File: src/rtl/mskaes_ciphertext_outbuf_if.sv
// mskaes_ciphertext_outbuf_if: masked 32-bit beat stream with valid/ready handshake
interface mskaes_ciphertext_outbuf_if #(parameter int d = 2);
  logic out_valid;
  logic out_ready;
  logic [32*d-1:0] sh_out_word;
  logic [1:0] out_idx;
  logic out_last;
  modport master (output out_valid, sh_out_word, out_idx, out_last, input out_ready);
  modport slave (input out_valid, sh_out_word, out_idx, out_last, output out_ready);
endinterface

File: src/rtl/mskaes_ciphertext_outbuf.sv
// mskaes_ciphertext_outbuf: buffers masked AES results and streams them as four shared 32-bit beats.
// MSKAES_OUTBUF_CLEAR_EN: wipe consumed entries and blank the idle output word.
module mskaes_ciphertext_outbuf #(
  parameter int d = 2,
  parameter int DEPTH = 2
) (
  input  logic clk,
  input  logic nrst,
  input  logic cipher_valid,
  input  logic [128*d-1:0] sh_ciphertext,
  input  logic core_fetch,
  output logic accept_ok,
  output logic overflow,
  mskaes_ciphertext_outbuf_if.master ob
);
  localparam int AW = $clog2(DEPTH);
  localparam int CW = $clog2(DEPTH + 1);
  localparam logic [CW-1:0] FULL_CNT = CW'(DEPTH);
  typedef enum logic [1:0] {EMPTY, STREAM, FULL} state_t;
  state_t state;
  logic [128*d-1:0] mem [DEPTH];
  logic [128*d-1:0] head;
  logic [AW-1:0] wptr, rptr;
  logic [CW-1:0] count, inflight;
  logic [1:0] beat;
  logic fire, pop, push, blank;
  always_comb begin
    state = count == '0 ? EMPTY : count == FULL_CNT ? FULL : STREAM;
    fire = ob.out_valid & ob.out_ready;
    pop = fire & (beat == 2'd3);
    push = cipher_valid & ((state != FULL) | pop);
  end
`ifdef MSKAES_OUTBUF_CLEAR_EN
  assign blank = state == EMPTY;
`else
  assign blank = 1'b0;
`endif
  assign head = mem[rptr];
  assign ob.out_valid = state != EMPTY;
  assign ob.out_idx = beat;
  assign ob.out_last = beat == 2'd3;
  // Occupancy plus outstanding encryptions must leave room for every result.
  assign accept_ok = ({1'b0, count} + {1'b0, inflight}) < {1'b0, FULL_CNT};
  for (genvar s = 0; s < d; s++) begin : g_share
    logic [127:0] sh;
    assign sh = head[s*128 +: 128];
    assign ob.sh_out_word[s*32 +: 32] = blank ? 32'd0 : sh[{beat, 5'd0} +: 32];
  end
  always_ff @(posedge clk or negedge nrst) begin
    if (!nrst) begin
      wptr <= '0;
      rptr <= '0;
      count <= '0;
      inflight <= '0;
      beat <= '0;
      overflow <= 1'b0;
      for (int i = 0; i < DEPTH; i++) mem[i] <= '0;
    end else begin
      if (fire) beat <= beat + 2'd1;
      if (pop) rptr <= rptr + AW'(1);
      if (push) wptr <= wptr + AW'(1);
      count <= count + CW'(push) - CW'(pop);
      if (core_fetch & ~cipher_valid & (inflight != FULL_CNT)) inflight <= inflight + CW'(1);
      else if (cipher_valid & ~core_fetch & (inflight != '0)) inflight <= inflight - CW'(1);
      if (cipher_valid & ~push) overflow <= 1'b1;
`ifdef MSKAES_OUTBUF_CLEAR_EN
      if (pop) mem[rptr] <= '0;
`endif
      // A push into the slot freed by a simultaneous pop overrides the wipe.
      if (push) mem[wptr] <= sh_ciphertext;
    end
  end
endmodule

File: src/flat_wrapper.sv
// flat-port wrapper written by rule: the top's interface ports become plain ports
module mskaes_ciphertext_outbuf_flat 
#(
  parameter int d = 2,
  parameter int DEPTH = 2
)
  (clk, nrst, cipher_valid, sh_ciphertext, core_fetch, accept_ok, overflow, ob_out_valid, ob_sh_out_word, ob_out_idx, ob_out_last, ob_out_ready);
  mskaes_ciphertext_outbuf_if #(.d(d)) ob_i ();
  input  logic clk;
  input  logic nrst;
  input  logic cipher_valid;
  input  logic [128*d-1:0] sh_ciphertext;
  input  logic core_fetch;
  output logic accept_ok;
  output logic overflow;
  output wire logic [$bits(ob_i.out_valid)-1:0] ob_out_valid;
  output wire logic [$bits(ob_i.sh_out_word)-1:0] ob_sh_out_word;
  output wire logic [$bits(ob_i.out_idx)-1:0] ob_out_idx;
  output wire logic [$bits(ob_i.out_last)-1:0] ob_out_last;
  input wire logic [$bits(ob_i.out_ready)-1:0] ob_out_ready;
  assign ob_out_valid = ob_i.out_valid;
  assign ob_sh_out_word = ob_i.sh_out_word;
  assign ob_out_idx = ob_i.out_idx;
  assign ob_out_last = ob_i.out_last;
  assign ob_i.out_ready = ob_out_ready;
  mskaes_ciphertext_outbuf #(.d(d), .DEPTH(DEPTH)) u_core (.clk(clk), .nrst(nrst), .cipher_valid(cipher_valid), .sh_ciphertext(sh_ciphertext), .core_fetch(core_fetch), .accept_ok(accept_ok), .overflow(overflow), .ob(ob_i));
endmodule
File: config.mk
export PLATFORM = sky130hd
export DESIGN_NAME = mskaes_ciphertext_outbuf_flat
export DESIGN_NICKNAME = d
export VERILOG_FILES = /design/src/rtl/mskaes_ciphertext_outbuf_if.sv /design/src/rtl/mskaes_ciphertext_outbuf.sv /design/src/flat_wrapper.sv
export SDC_FILE = /design/constraint.sdc
export NUM_CORES = 1
export LEC_CHECK = 0
export CORE_ASPECT_RATIO = 0.75
export CORE_MARGIN = 2
export CORE_UTILIZATION = 40
export CTS_CLUSTER_SIZE = 12
export DETAILED_ROUTE_END_ITERATION = 12
export PLACE_DENSITY = 0.61
export SETUP_SLACK_MARGIN = 0.05
export SYNTH_ARGS = -nofsm -noshare
export SYNTH_HDL_FRONTEND = slang
export SYNTH_SLANG_ARGS = --single-unit
File: constraint.sdc
create_clock -name clk -period 3.1 [get_ports clk]
set_clock_uncertainty 0.2 [all_clocks]
set_input_delay 0.465 -clock clk [delete_from_list [all_inputs] [get_ports clk]]
set_output_delay 0.465 -clock clk [all_outputs]
set_load 0.03 [all_outputs]
==> impl_metrics.toml, run 1 <==
[run_status]
status = "finished with violations"
violations = "negative setup slack"

[clock_network]
cts_tree = "done"
cts_root_buf = "clkbuf_16"
clock-sinks = 521
worstSkewPairLatency_ns = 0.59
clkTransAtPathRegs_ns = 0.06
cts_made_buffers = 53
htree_levels = 2
clockBufferDepth = 3

[finish]
areaGrowthSynthToFinish_pct = 29.0
register_area_um2 = 13000
fill_cells = 4753
drive_gt1_share_pct = 51.2
fin_nets = 2011
fin_cells = 2557
final_util_pct = 52.3
stdcell_area_um2 = 30100
multi_input_area_um2 = 9750

[placement]
dpl.hpwl_um = 39400
io_buffer_count = 330
placed_area_um2 = 27800
place.gp.congestion = 0.781
pre_cts_slack_ns = 0.112
dp_cells = 2435

[power_and_ir_drop]
power_density_nw_per_um2 = 1220
vdd_drop_max_mv = 0.689
p_leak_uw = 0.0123
power_uw = 36800

[detailed_routing]
route.final.wire_length_um = 57800
ant_nets = 0
route.detailed.drc = 0
vias = 13297
wl_per_cell_um = 22.6
vias_per_cell = 5.20
drt_iter0_drc = 508
first_pass_iters = 4

[setup_path]
crit_family = "multiplexers"
worst_setup_path_end_kind = "output pin"
r2r_cells = 7
critical_path_class = "reg2out"
cp_max_fo = 5
crit_chain = "buf_6 -> clkbuf_16 -> buf_8 -> buf_6 -> mux4_2 -> mux2_4 -> buf_6"
r2r-start = "u_core.ob.out_idx[1]$_DFFE_PN0P_"
arrival_ns = 2.55
r2r_slack_ns = 0.34
crit_top_cell = "buf_6"
required_ns = 2.43
critPathSlowestCell = "dfrtp_4"
worst-path-buf-inv = 5
cp_slowest_stage_delay_ns = 0.53
r2r_end = "u_core.mem[312]$_DFFE_PN0P_"
start_kind = "register"

[global_routing]
track_usage_pct = 19.4
grt_pass1_vias = 14554
grt_max_degree = 79
grt_pass1_wl_um = 88800
overflow = 0
antenna_found_initial = 10

[synth]
avgSynthCellArea_um2 = 17.2
syn_inst = 1353
synth_top_family_by_area = "multiplexers"
synth_mux_area_share_pct = 40.2
mappedNetlistArea_um2 = 23300
yosys.area_share.xor_xnor_pct = 0.188
ys_seq_area_share_pct = 55.9
synth_seq_cells = 521
ys.warnings.count = 0
synth-async-reset-ratio_pct = 100
yosysMostFrequentCell = "mux2_2"
synth_top_area_share_pct = 55.9
synth_area_leaders = "dfrtp_1, mux2_2, mux4_2, mux2_1, buf_4"
syn-num-nets = 1618
yosys.area.top_type = "dfrtp_1"
ys.flop_type = "dfrtp_1"
synthAdderAreaFrac_pct = 0.247
synth_compound_area_share_pct = 0.268
synth_enable_flop_cells = 0
synthTopCellsByCount = "mux2_2, dfrtp_1, mux4_2"
yosys.cell_types.count = 30
synth-simple-area-share_pct = 0.322

[timing]
slew_violations = 0
slew_headroom_pct = 57.5
worst_slack_ns = -0.111
setup_violations = 40
post-route-min-period_ns = 3.21
timing.final.crit_share_pct = 104
hold_viol = 0
worstMarginPinSlew_ns = 0.637
fmax_mhz = 311
rsz0062_at_grt = "true"

[worst_hold_path]
min_path_type = "in2async"

[floorplan]
ios = 331
dieArea_um2 = 60200
initial_core_util_pct = 40.5
core_area_um2 = 57500
die_width_um = 283
die_h_um = 213
num_rows = 76

[run]
cap_viol_max_count = 0
worst max-delay path by stage:
stage                                      from                  to  slack [ns]  depth (start not counted)
6_report                u_core.rptr$_DFFE_PN0P_  ob_sh_out_word[56]       -0.11                          7
4_1_cts                 u_core.rptr$_DFFE_PN0P_  ob_sh_out_word[39]       -0.18                          6
3_3_place_gp            u_core.rptr$_DFFE_PN0P_  ob_sh_out_word[24]        0.13                          5
5_1_grt                 u_core.rptr$_DFFE_PN0P_  ob_sh_out_word[56]       -0.18                          7
2_1_floorplan  u_core.ob.out_idx[1]$_DFFE_PN0P_  ob_sh_out_word[51]        0.63                          4
3_5_place_dp            u_core.rptr$_DFFE_PN0P_  ob_sh_out_word[36]        0.11                          5
per-stage QoR:
| stage | TNS, ns | hold WS [ns] |
|---|---|---|
| 2_1_floorplan | 0 | -0.0306 |
| 3_3_place_gp | 0 | 0.263 |
| 3_5_place_dp | 0 | 0.273 |
| 4_1_cts | -5.86 | 0.244 |
| 5_1_grt | -5.97 | 0.278 |
| 6_report | -1.36 | 0.255 |
report_power, final:
part,leakage (uW),internal (uW),switching (uW)
Combinational,0.00536,10600,7990
Sequential,0.00613,10300,1850
Clock,0.000789,3420,2600
Total,0.0123,24300,12400
registers in the layout (all words and copies together), names as in the netlist:
register / count
u_core.wptr: 1
u_core.ob.out_idx: 2
u_core.rptr: 1
u_core.overflow: 1
u_core.mem: 512
u_core.count: 2
u_core.inflight: 2
cell families after synthesis:
family,after synthesis
mux,705
fa+ha+maj,4
compound gates,9
buf+inv,95
xor+xnor,5
flops,521
simple gates,14
placed cells by master, fill, tap and decap left out, types with 2 or more instances in the layout:
| cell | Yosys | final |
|---|---|---|
| clkbuf_1 | 11 | 12 |
| clkinv_2 | 0 | 6 |
| a21oi_1 | 2 | 2 |
| clkbuf_8 | 0 | 9 |
| buf_2 | 5 | 18 |
| inv_6 | 0 | 2 |
| inv_1 | 4 | 4 |
| dfrtp_1 | 521 | 518 |
| clkdlybuf4s50_1 | 0 | 264 |
| mux2_1 | 38 | 38 |
| mux2_4 | 0 | 30 |
| buf_4 | 56 | 41 |
| mux4_2 | 128 | 128 |
| ha_1 | 3 | 3 |
| diode_2 | 0 | 2 |
| mux2_2 | 539 | 509 |
| xnor2_1 | 3 | 3 |
| nor3_1 | 2 | 2 |
| xor2_1 | 2 | 2 |
| a21oi_4 | 0 | 2 |
| buf_16 | 0 | 5 |
| buf_6 | 11 | 56 |
| dfrtp_4 | 0 | 3 |
| nand2_1 | 5 | 5 |
| buf_12 | 0 | 37 |
| clkbuf_16 | 0 | 57 |
| buf_8 | 0 | 4 |
routing by layer:
layer  vias up  share of wire, %  global-route usage [%]
li1       5850                 -                       -
met1      7103                46                    27.5
met2       237                48                    30.8
met3        91               4.1                    3.60
met4        16               2.0                    4.94
met5         -              0.19                       0
layout make-up:
type                            instances  area share (%)
Clock buffer                           76            5.14
Sequential cell                       521            43.4
Multi-Input combinational cell        737            32.4
Clock inverter                          8           0.158
Antenna cell                            2          0.0166
Tap cell                              780            3.25
Inverter                                4          0.0499
Timing Repair Buffer                  429            15.6
what timing repair did:
action                                  CTS  global route
endpoints found under the setup margin   66            63
hold endpoints to repair                 55             0
gates cloned                              4             2
hold buffers                              1             0
buffers inserted                         13            19
gates resized for setup                 274           144
Power figures use the tool's default switching activity.
==> run 2: changes to the inputs <==
--- a/config.mk
+++ b/config.mk
@@ -8,10 +8,12 @@
 export CORE_ASPECT_RATIO = 0.75
 export CORE_MARGIN = 2
 export CORE_UTILIZATION = 40
+export CTS_BUF_LIST = sky130_fd_sc_hd__clkbuf_8
 export CTS_CLUSTER_SIZE = 12
 export DETAILED_ROUTE_END_ITERATION = 12
 export PLACE_DENSITY = 0.61
 export SETUP_SLACK_MARGIN = 0.05
+export SKIP_LAST_GASP = 1
 export SYNTH_ARGS = -nofsm -noshare
 export SYNTH_HDL_FRONTEND = slang
 export SYNTH_SLANG_ARGS = --single-unit
==> run 2 against run 1 <==
  * The run still ends with negative setup slack left
  * Critical path depth shrank 2
  * Power grew 1.3%
  * Sequential share of layout area shrank 0.31 points
  * Critical path type unchanged
  * Highest routed layer unchanged
  * Largest power group unchanged
  * Critical endpoint is now ob_sh_out_word[42]
==> impl_metrics.toml, run 2 (synthesis gave the netlist of run 1 again) <==
[timing]
timing.final.crit_share_pct = 105
slew_violations = 0
hold_viol = 0
setup_violations = 61
worst_slack_ns = -0.164
slew_headroom_pct = 57.6
post-route-min-period_ns = 3.26
worstMarginPinSlew_ns = 0.636
rsz0062_at_grt = "true"
fmax_mhz = 306

[finish]
drive_gt1_share_pct = 52.0
fin_nets = 2029
final_cell_mix = "dfrtp_1, mux2_2, clkdlybuf4s50_1"
stdcell_area_um2 = 30300
top_register = "u_core.mem"
areaGrowthSynthToFinish_pct = 29.9
final_common_cell = "dfrtp_1"
final_util_pct = 52.6
largest_reg_flops = 512

[setup_path]
r2r_cells = 7
start_kind = "register"
critical_path_class = "reg2out"
arrival_ns = 2.60
worst_setup_path_end_kind = "output pin"
required_ns = 2.43
cp_max_fo = 7

[global_routing]
grt_pass1_wl_um = 90200
grt_pass1_vias = 14853
track_usage_pct = 19.8
overflow = 0
antenna_found_initial = 12
grt_max_degree = 79

[power_and_ir_drop]
pwr-share-seq_pct = 32.7
p_sw_share_pct = 34.1
internal-power_uw = 24600
p_clk_share_pct = 17.4
pwr-share-comb_pct = 49.8
vdd_drop_max_mv = 0.768
power_density_nw_per_um2 = 1230
p_leak_uw = 0.0125
power_uw = 37300
p_switching_uw = 12700

[placement]
place.gp.congestion = 0.781
dpl.hpwl_um = 39400
pre_cts_slack_ns = 0.112
io_buffer_count = 330
placed_area_um2 = 27800

[clock_network]
clockBufferDepth = 3
htree_levels = 3
clkTransAtPathRegs_ns = 0.06
cts_root_buf = "clkbuf_8"
cts_tree = "done"
clock-sinks = 521
worstSkewPairLatency_ns = 0.66
cts_made_buffers = 86

[detailed_routing]
wl_met3_um = 2330
vias_per_cell = 5.13
drt_iter0_drc = 504
wl_met1_um = 27000
met2_wirelength_um = 28000
route.final.wire_length_um = 58700
ant_nets = 0
first_pass_iters = 6
route.detailed.drc = 0
wl_per_cell_um = 22.4
vias = 13444
highest_layer = "met5"

[worst_hold_path]
min_path_type = "in2async"

[run]
cap_viol_max_count = 0

[floorplan]
num_rows = 76
initial_core_util_pct = 40.5
ios = 331
die_h_um = 213
core_area_um2 = 57500
dieArea_um2 = 60200
die_width_um = 283

[run_status]
violations = "negative setup slack"
status = "finished with violations"
-- run 2: path summary, 6_finish.rpt --
path	startpoint	slack, ns	endpoint
max in group asynchronous	nrst	1.61	u_core.mem[307]$_DFFE_PN0P_
min	nrst	0.19	u_core.mem[436]$_DFFE_PN0P_
min in group clk	sh_ciphertext[28]	0.22	u_core.mem[284]$_DFFE_PN0P_
max	u_core.rptr$_DFFE_PN0P_	-0.16	ob_sh_out_word[42]
min reg2reg	u_core.mem[204]$_DFFE_PN0P_	0.28	u_core.mem[204]$_DFFE_PN0P_
max reg2reg	u_core.ob.out_idx[1]$_DFFE_PN0P_	0.35	u_core.mem[281]$_DFFE_PN0P_
-- run 2: repair_timing --
action                     CTS  global route
buffers inserted            11             4
gates cloned                 6             3
resized for setup          379            38
pin swaps                    0             0
hold endpoints to repair    55             0
setup endpoints to repair   66            64
hold buffers                 1             0
-- run 2: layer usage --
layer | global-route usage (%) | up-vias
met5 | 0 | -
met3 | 4.06 | 103
met2 | 30.6 | 256
met1 | 28.0 | 7151
li1 | - | 5918
met4 | 6.35 | 16
-- run 2: power groups by stage --
| stage | Sequential, uW | Combinational [uW] | Clock (uW) |
|---|---|---|---|
| after detailed placement | 12200 | 17500 | 0 |
| after CTS | 12200 | 18500 | 6690 |
| after global placement | 12100 | 17200 | 0 |
| after floorplan | 11500 | 12400 | 0 |
| after global routing | 12600 | 19600 | 7030 |
| final | 12200 | 18600 | 6500 |
-- run 2: final cells by class --
cell class | count | area [um2]
sequential | 521 | 13000
antenna | 5 | 12.5
timing repair buffer | 414 | 4560
multi-input combinational | 737 | 9780
tap | 780 | 976
clock buffer | 117 | 1610
clock inverter | 41 | 273
inverter | 4 | 15.0
fill | 4764 | 27200
-- run 2: worst max-delay path, cell delays in order (launching register included) --
cell and delay, ns:
dfrtp_4 0.54, buf_12 0.21, buf_12 0.16, mux4_2 0.55
mux2_4 0.30, buf_6 0.14
-- run 2: metrics by stage --
stage                     hold WS [ns]  setup TNS [ns]  std cells
after floorplan                -0.0306               0       1353
after global placement           0.263               0       2435
after detailed placement         0.273               0       2435
after CTS                        0.147          -12.45       2610
after global routing             0.175          -12.14       2618
final                            0.187           -5.19       2619
==> run 3: changes to the inputs <==
--- a/config.mk
+++ b/config.mk
@@ -14,6 +14,7 @@
 export PLACE_DENSITY = 0.61
 export SETUP_SLACK_MARGIN = 0.05
 export SKIP_LAST_GASP = 1
+export SLEW_MARGIN = 20
 export SYNTH_ARGS = -nofsm -noshare
 export SYNTH_HDL_FRONTEND = slang
 export SYNTH_SLANG_ARGS = --single-unit
==> results of run 3 <==
Final layout, timing and power as in run 2 (identical DEF).
==> variant 1, RTL diff (config.mk and constraints of run 1) <==
`d` is set to 2 in 3 places; all go to 1.
--- a/src/rtl/mskaes_ciphertext_outbuf_if.sv
+++ b/src/rtl/mskaes_ciphertext_outbuf_if.sv
@@ -1,4 +1,4 @@
 // mskaes_ciphertext_outbuf_if: masked 32-bit beat stream with valid/ready handshake
-interface mskaes_ciphertext_outbuf_if #(parameter int d = 2);
+interface mskaes_ciphertext_outbuf_if #(parameter int d = 1);
   logic out_valid;
   logic out_ready;
--- a/src/rtl/mskaes_ciphertext_outbuf.sv
+++ b/src/rtl/mskaes_ciphertext_outbuf.sv
@@ -2,5 +2,5 @@
 // MSKAES_OUTBUF_CLEAR_EN: wipe consumed entries and blank the idle output word.
 module mskaes_ciphertext_outbuf #(
-  parameter int d = 2,
+  parameter int d = 1,
   parameter int DEPTH = 2
 ) (
--- a/src/flat_wrapper.sv
+++ b/src/flat_wrapper.sv
@@ -2,5 +2,5 @@
 module mskaes_ciphertext_outbuf_flat 
 #(
-  parameter int d = 2,
+  parameter int d = 1,
   parameter int DEPTH = 2
 )
Interface: changed (resized ob_sh_out_word and sh_ciphertext); port bits go from 331 to 171. The function was not compared with the original's and may differ.
==> variant 1 against run 1 <==
  * Synthesized cell count shrank 48%
  * Design area shrank 49%
  * Sequential cell count shrank 256
  * First-iteration DRC count shrank 31%
  * Power shrank 51%
  * Critical path depth shrank 2
  * Wire length shrank 48%
  * Synthesized area shrank 48%
  * Setup slack gained 160 ps
  * Largest power group unchanged
==> variant 1: results (changes against run 1) <==
Placed Cells: 1243 (-49%)
Starting DRT DRC Count: 351 (-31%)
first-pass GRT wire length: 46900 um (-47%)
placed cell area: 14300 um2 (-49%)
Peak supply drop: 0.429 mV (-38%)
status: completed
Post-CTS Setup Bufs: 9 (-4)
pin count of the biggest net entering global routing: 73 (-7.6%)
top cells by count, synth: dfrtp_1 (265), mux2_1 (257), mux4_2 (36)
met1 usage: 30.1% (+2.6 points)
met3 WL: 1350 um (-43%)
share of layout cells above drive strength 1: 22.3% (-29 points)
pre-CTS setup slack: 135 ps (+22.3 ps)
Total GRT Usage: 19.5% (+0.20 points)
n_diodes: 0 (-2)
comb pwr: 8.71 mW (-53%)
Final Non-Filler Cells: 1315 (-49%)
Clock Power Share: 18.1% (+1.7 points)
Adder-Cell Fraction of Synth Area: 0.478% (+0.23 points)
number of flip-flops in the largest register: 256 (-50%)
GPL Wtd Cong: 0.779 (-0.19%)
Final period util: 98.4% (-5.2 points)
Sw Share: 35.4% (+1.6 points)
multiplexer share of the synthesized area: 39.9% (-0.33 points)
PostCTS Resize Cnt: 162 (-41%)
Compound-Gate Fraction of Synth Area: 0.520% (+0.25 points)
Final nets: 1040 (-48%)
met3 Usage GRT: 3.06% (-0.54 points)
syn_area_per_cell: 17.2 um2 (-0.26%)
==> variant 1: worst paths after layout <==
check                                    endpoint                 start  slack (ps)
worst min-delay path               u_core.mem[19]                  nrst         280
worst max-delay path            ob_sh_out_word[9]           u_core.rptr          50
min in group clk                   u_core.mem[62]        u_core.mem[62]         280
worst min register to register     u_core.mem[62]        u_core.mem[62]         280
worst max register to register     u_core.mem[52]  u_core.ob.out_idx[1]         380
max in group asynchronous          u_core.mem[93]                  nrst        1620
==> variant 1: layout make-up <==
| cell class | instances | area, um2 |
|---|---|---|
| multi-input cells | 385 | 5050 |
| repair buffers | 218 | 2290 |
| inverters | 4 | 15.0 |
| clock buffers | 43 | 848 |
| fillers | 2433 | 13900 |
| flip-flops and latches | 265 | 6640 |
| clock inverters | 8 | 67.6 |
| well taps | 392 | 490 |
==> variant 1: worst max-delay path, cell delays in order (launching register included) <==
cell,delay [ps]
dfrtp_4,500
buf_4,150
buf_12,150
mux4_2,560
mux2_2,310
buf_2,190
==> variant 2, RTL diff (config.mk and constraints of run 1) <==
Made on the original files. Reset style: synchronous (`nrst`), changed in one clocked block.
--- a/src/rtl/mskaes_ciphertext_outbuf.sv
+++ b/src/rtl/mskaes_ciphertext_outbuf.sv
@@ -47,5 +47,5 @@
     assign ob.sh_out_word[s*32 +: 32] = blank ? 32'd0 : sh[{beat, 5'd0} +: 32];
   end
-  always_ff @(posedge clk or negedge nrst) begin
+  always_ff @(posedge clk) begin
     if (!nrst) begin
       wptr <= '0;
Behaviour: differs if nrst is asserted again (counterexample within 4 cycles, from zero or initial values and one cycle with nrst low); with nrst held inactive, the same outputs for 4 cycles.
==> variant 2 against run 1 <==
  * Core utilization decreased by 0.69 points
  * Setup slack improved by 140 ps
  * Non-clock buffer count decreased by 16
  * Synthesized area decreased by 0.78%
  * Sequential share of layout area increased by 9.4 points
  * Critical path depth decreased by 2
  * Design area decreased by 1.8%
  * Wire length increased by 3.5%
  * Sequential cell count increased by 1
  * Critical endpoint is now ob_sh_out_word[46]
  * Largest cell class unchanged
Power is not compared: it rests on default switching activity, and its combinational part moved more than twofold at a synthesized area within 25%.
==> variant 2: results (changes against run 1) <==
vias in the first global route: 14600 (+0.36%)
Critical-path top delay cell: mux4_2
Clock Pin Slew Worst Setup and Hold Paths: 60 ps (about the same)
placed cell area: 27500 um2 (-0.98%)
Most used DFF post-synth: edfxtp_1
Cells after Synth: 1650 (+22%)
synth top area cells: edfxtp_1 (66%), mux4_2 (12%), nor2_1 (8.4%)
Final Non-Filler Cells: 2813 (+10%)
Final nets: 2260 (+12%)
share of layout cells above drive strength 1: 20.2% (-31 points)
Peak supply drop: 0.463 mV
initial antenna violation count: 4 (-6)
Placed Cells: 2688 (+10%)
Top Layer Used: met4
Max FO, Critical Path: 14 (+9)
sequential fraction of the synthesis area: 67.3% (+11 points)
Starting DRT DRC Count: 1308 (+160%)
first-pass GRT wire length: 89200 um (+0.47%)
GPL Wtd Cong: 0.773 (-1.1%)
EDFF count, synth: 512 (+512)
HPWL after DPL: 37700 um (-4.3%)
worst setup path endpoint: ob_sh_out_word[46]
post-route met1 wirelength: 26900 um (+1.5%)
Cell variety after synth: 34 (+13%)
Arr. time, crit path: 2410 ps (-140 ps)
worst reg2reg endpoint: u_core.mem[1][231]
grt met2 use: 31.2% (+0.44 points)
Critical R2R Launch: u_core.ob.out_idx[0]
WL final: 59800 um (+3.5%)
Total GRT Usage: 19.8% (+0.45 points)
pre-CTS setup slack: 235 ps (+123 ps)
vias per inst: 5.10 (-2.0%)
met3 Usage GRT: 2.71% (-0.89 points)
Layout Utilization: 51.6% (-0.69 points)
status: completed
Post-CTS Setup Bufs: 5 (-8)
met3 WL: 3090 um (+30%)
met1 usage: 29.2% (+1.8 points)
Final period util: 99.1% (-4.4 points)
filler cell count in the final layout: 4960 (+4.4%)
met2 wire length: 28800 um (+4.2%)
Initial DRT Pass Iterations: 5 (+1)
PostCTS Resize Cnt: 280 (+2.2%)
crit-path max cell delay: 530 ps (about the same)
FFs w/ async S/R, synth: 0% (-100 points)
class of the worst hold path: input port to flip-flop
comb pwr: 2.41 mW
flop2flop setup slack: 530 ps (+190 ps)
WHS: 187 ps (-68.2 ps)
Syn Nets: 1914 (+18%)
variant 2: changes by cell type after synthesis, sizes merged, moves of 30 or more:
cell    before  now
clkbuf      11   41
dfrtp      521    0
edfxtp       0  512
mux2       577   64
nand2        5  263
nor2         0  515
variant 2: cell families (layout without fill, tap and decap cells):
logic type | count (synthesis) | in the layout | synth area share, %
simple gates | 794 | 794 | 13.0
flops | 522 | 522 | 67.3
mux | 193 | 193 | 15.6
buf+inv | 124 | 504 | 3.39
compound gates | 10 | 10 | 0.260
xor+xnor | 4 | 4 | 0.151
fa+ha+maj | 3 | 3 | 0.195
other cells | 0 | 3 | 0
variant 2: worst max-delay path, delay by kind of cell (launching register included):
family,cells,cell delay (ps)
multiplexers,2,810
buffers and inverters,3,640
flip-flops,1,370
variant 2: final cells by class:
type	instances	area share, %
timing repair buffer	413	15.2
multi-input combinational	1004	23.4
tap	780	3.31
clock buffer	73	4.89
sequential	522	52.8
antenna	3	0.0254
inverter	2	0.0254
clock inverter	16	0.326
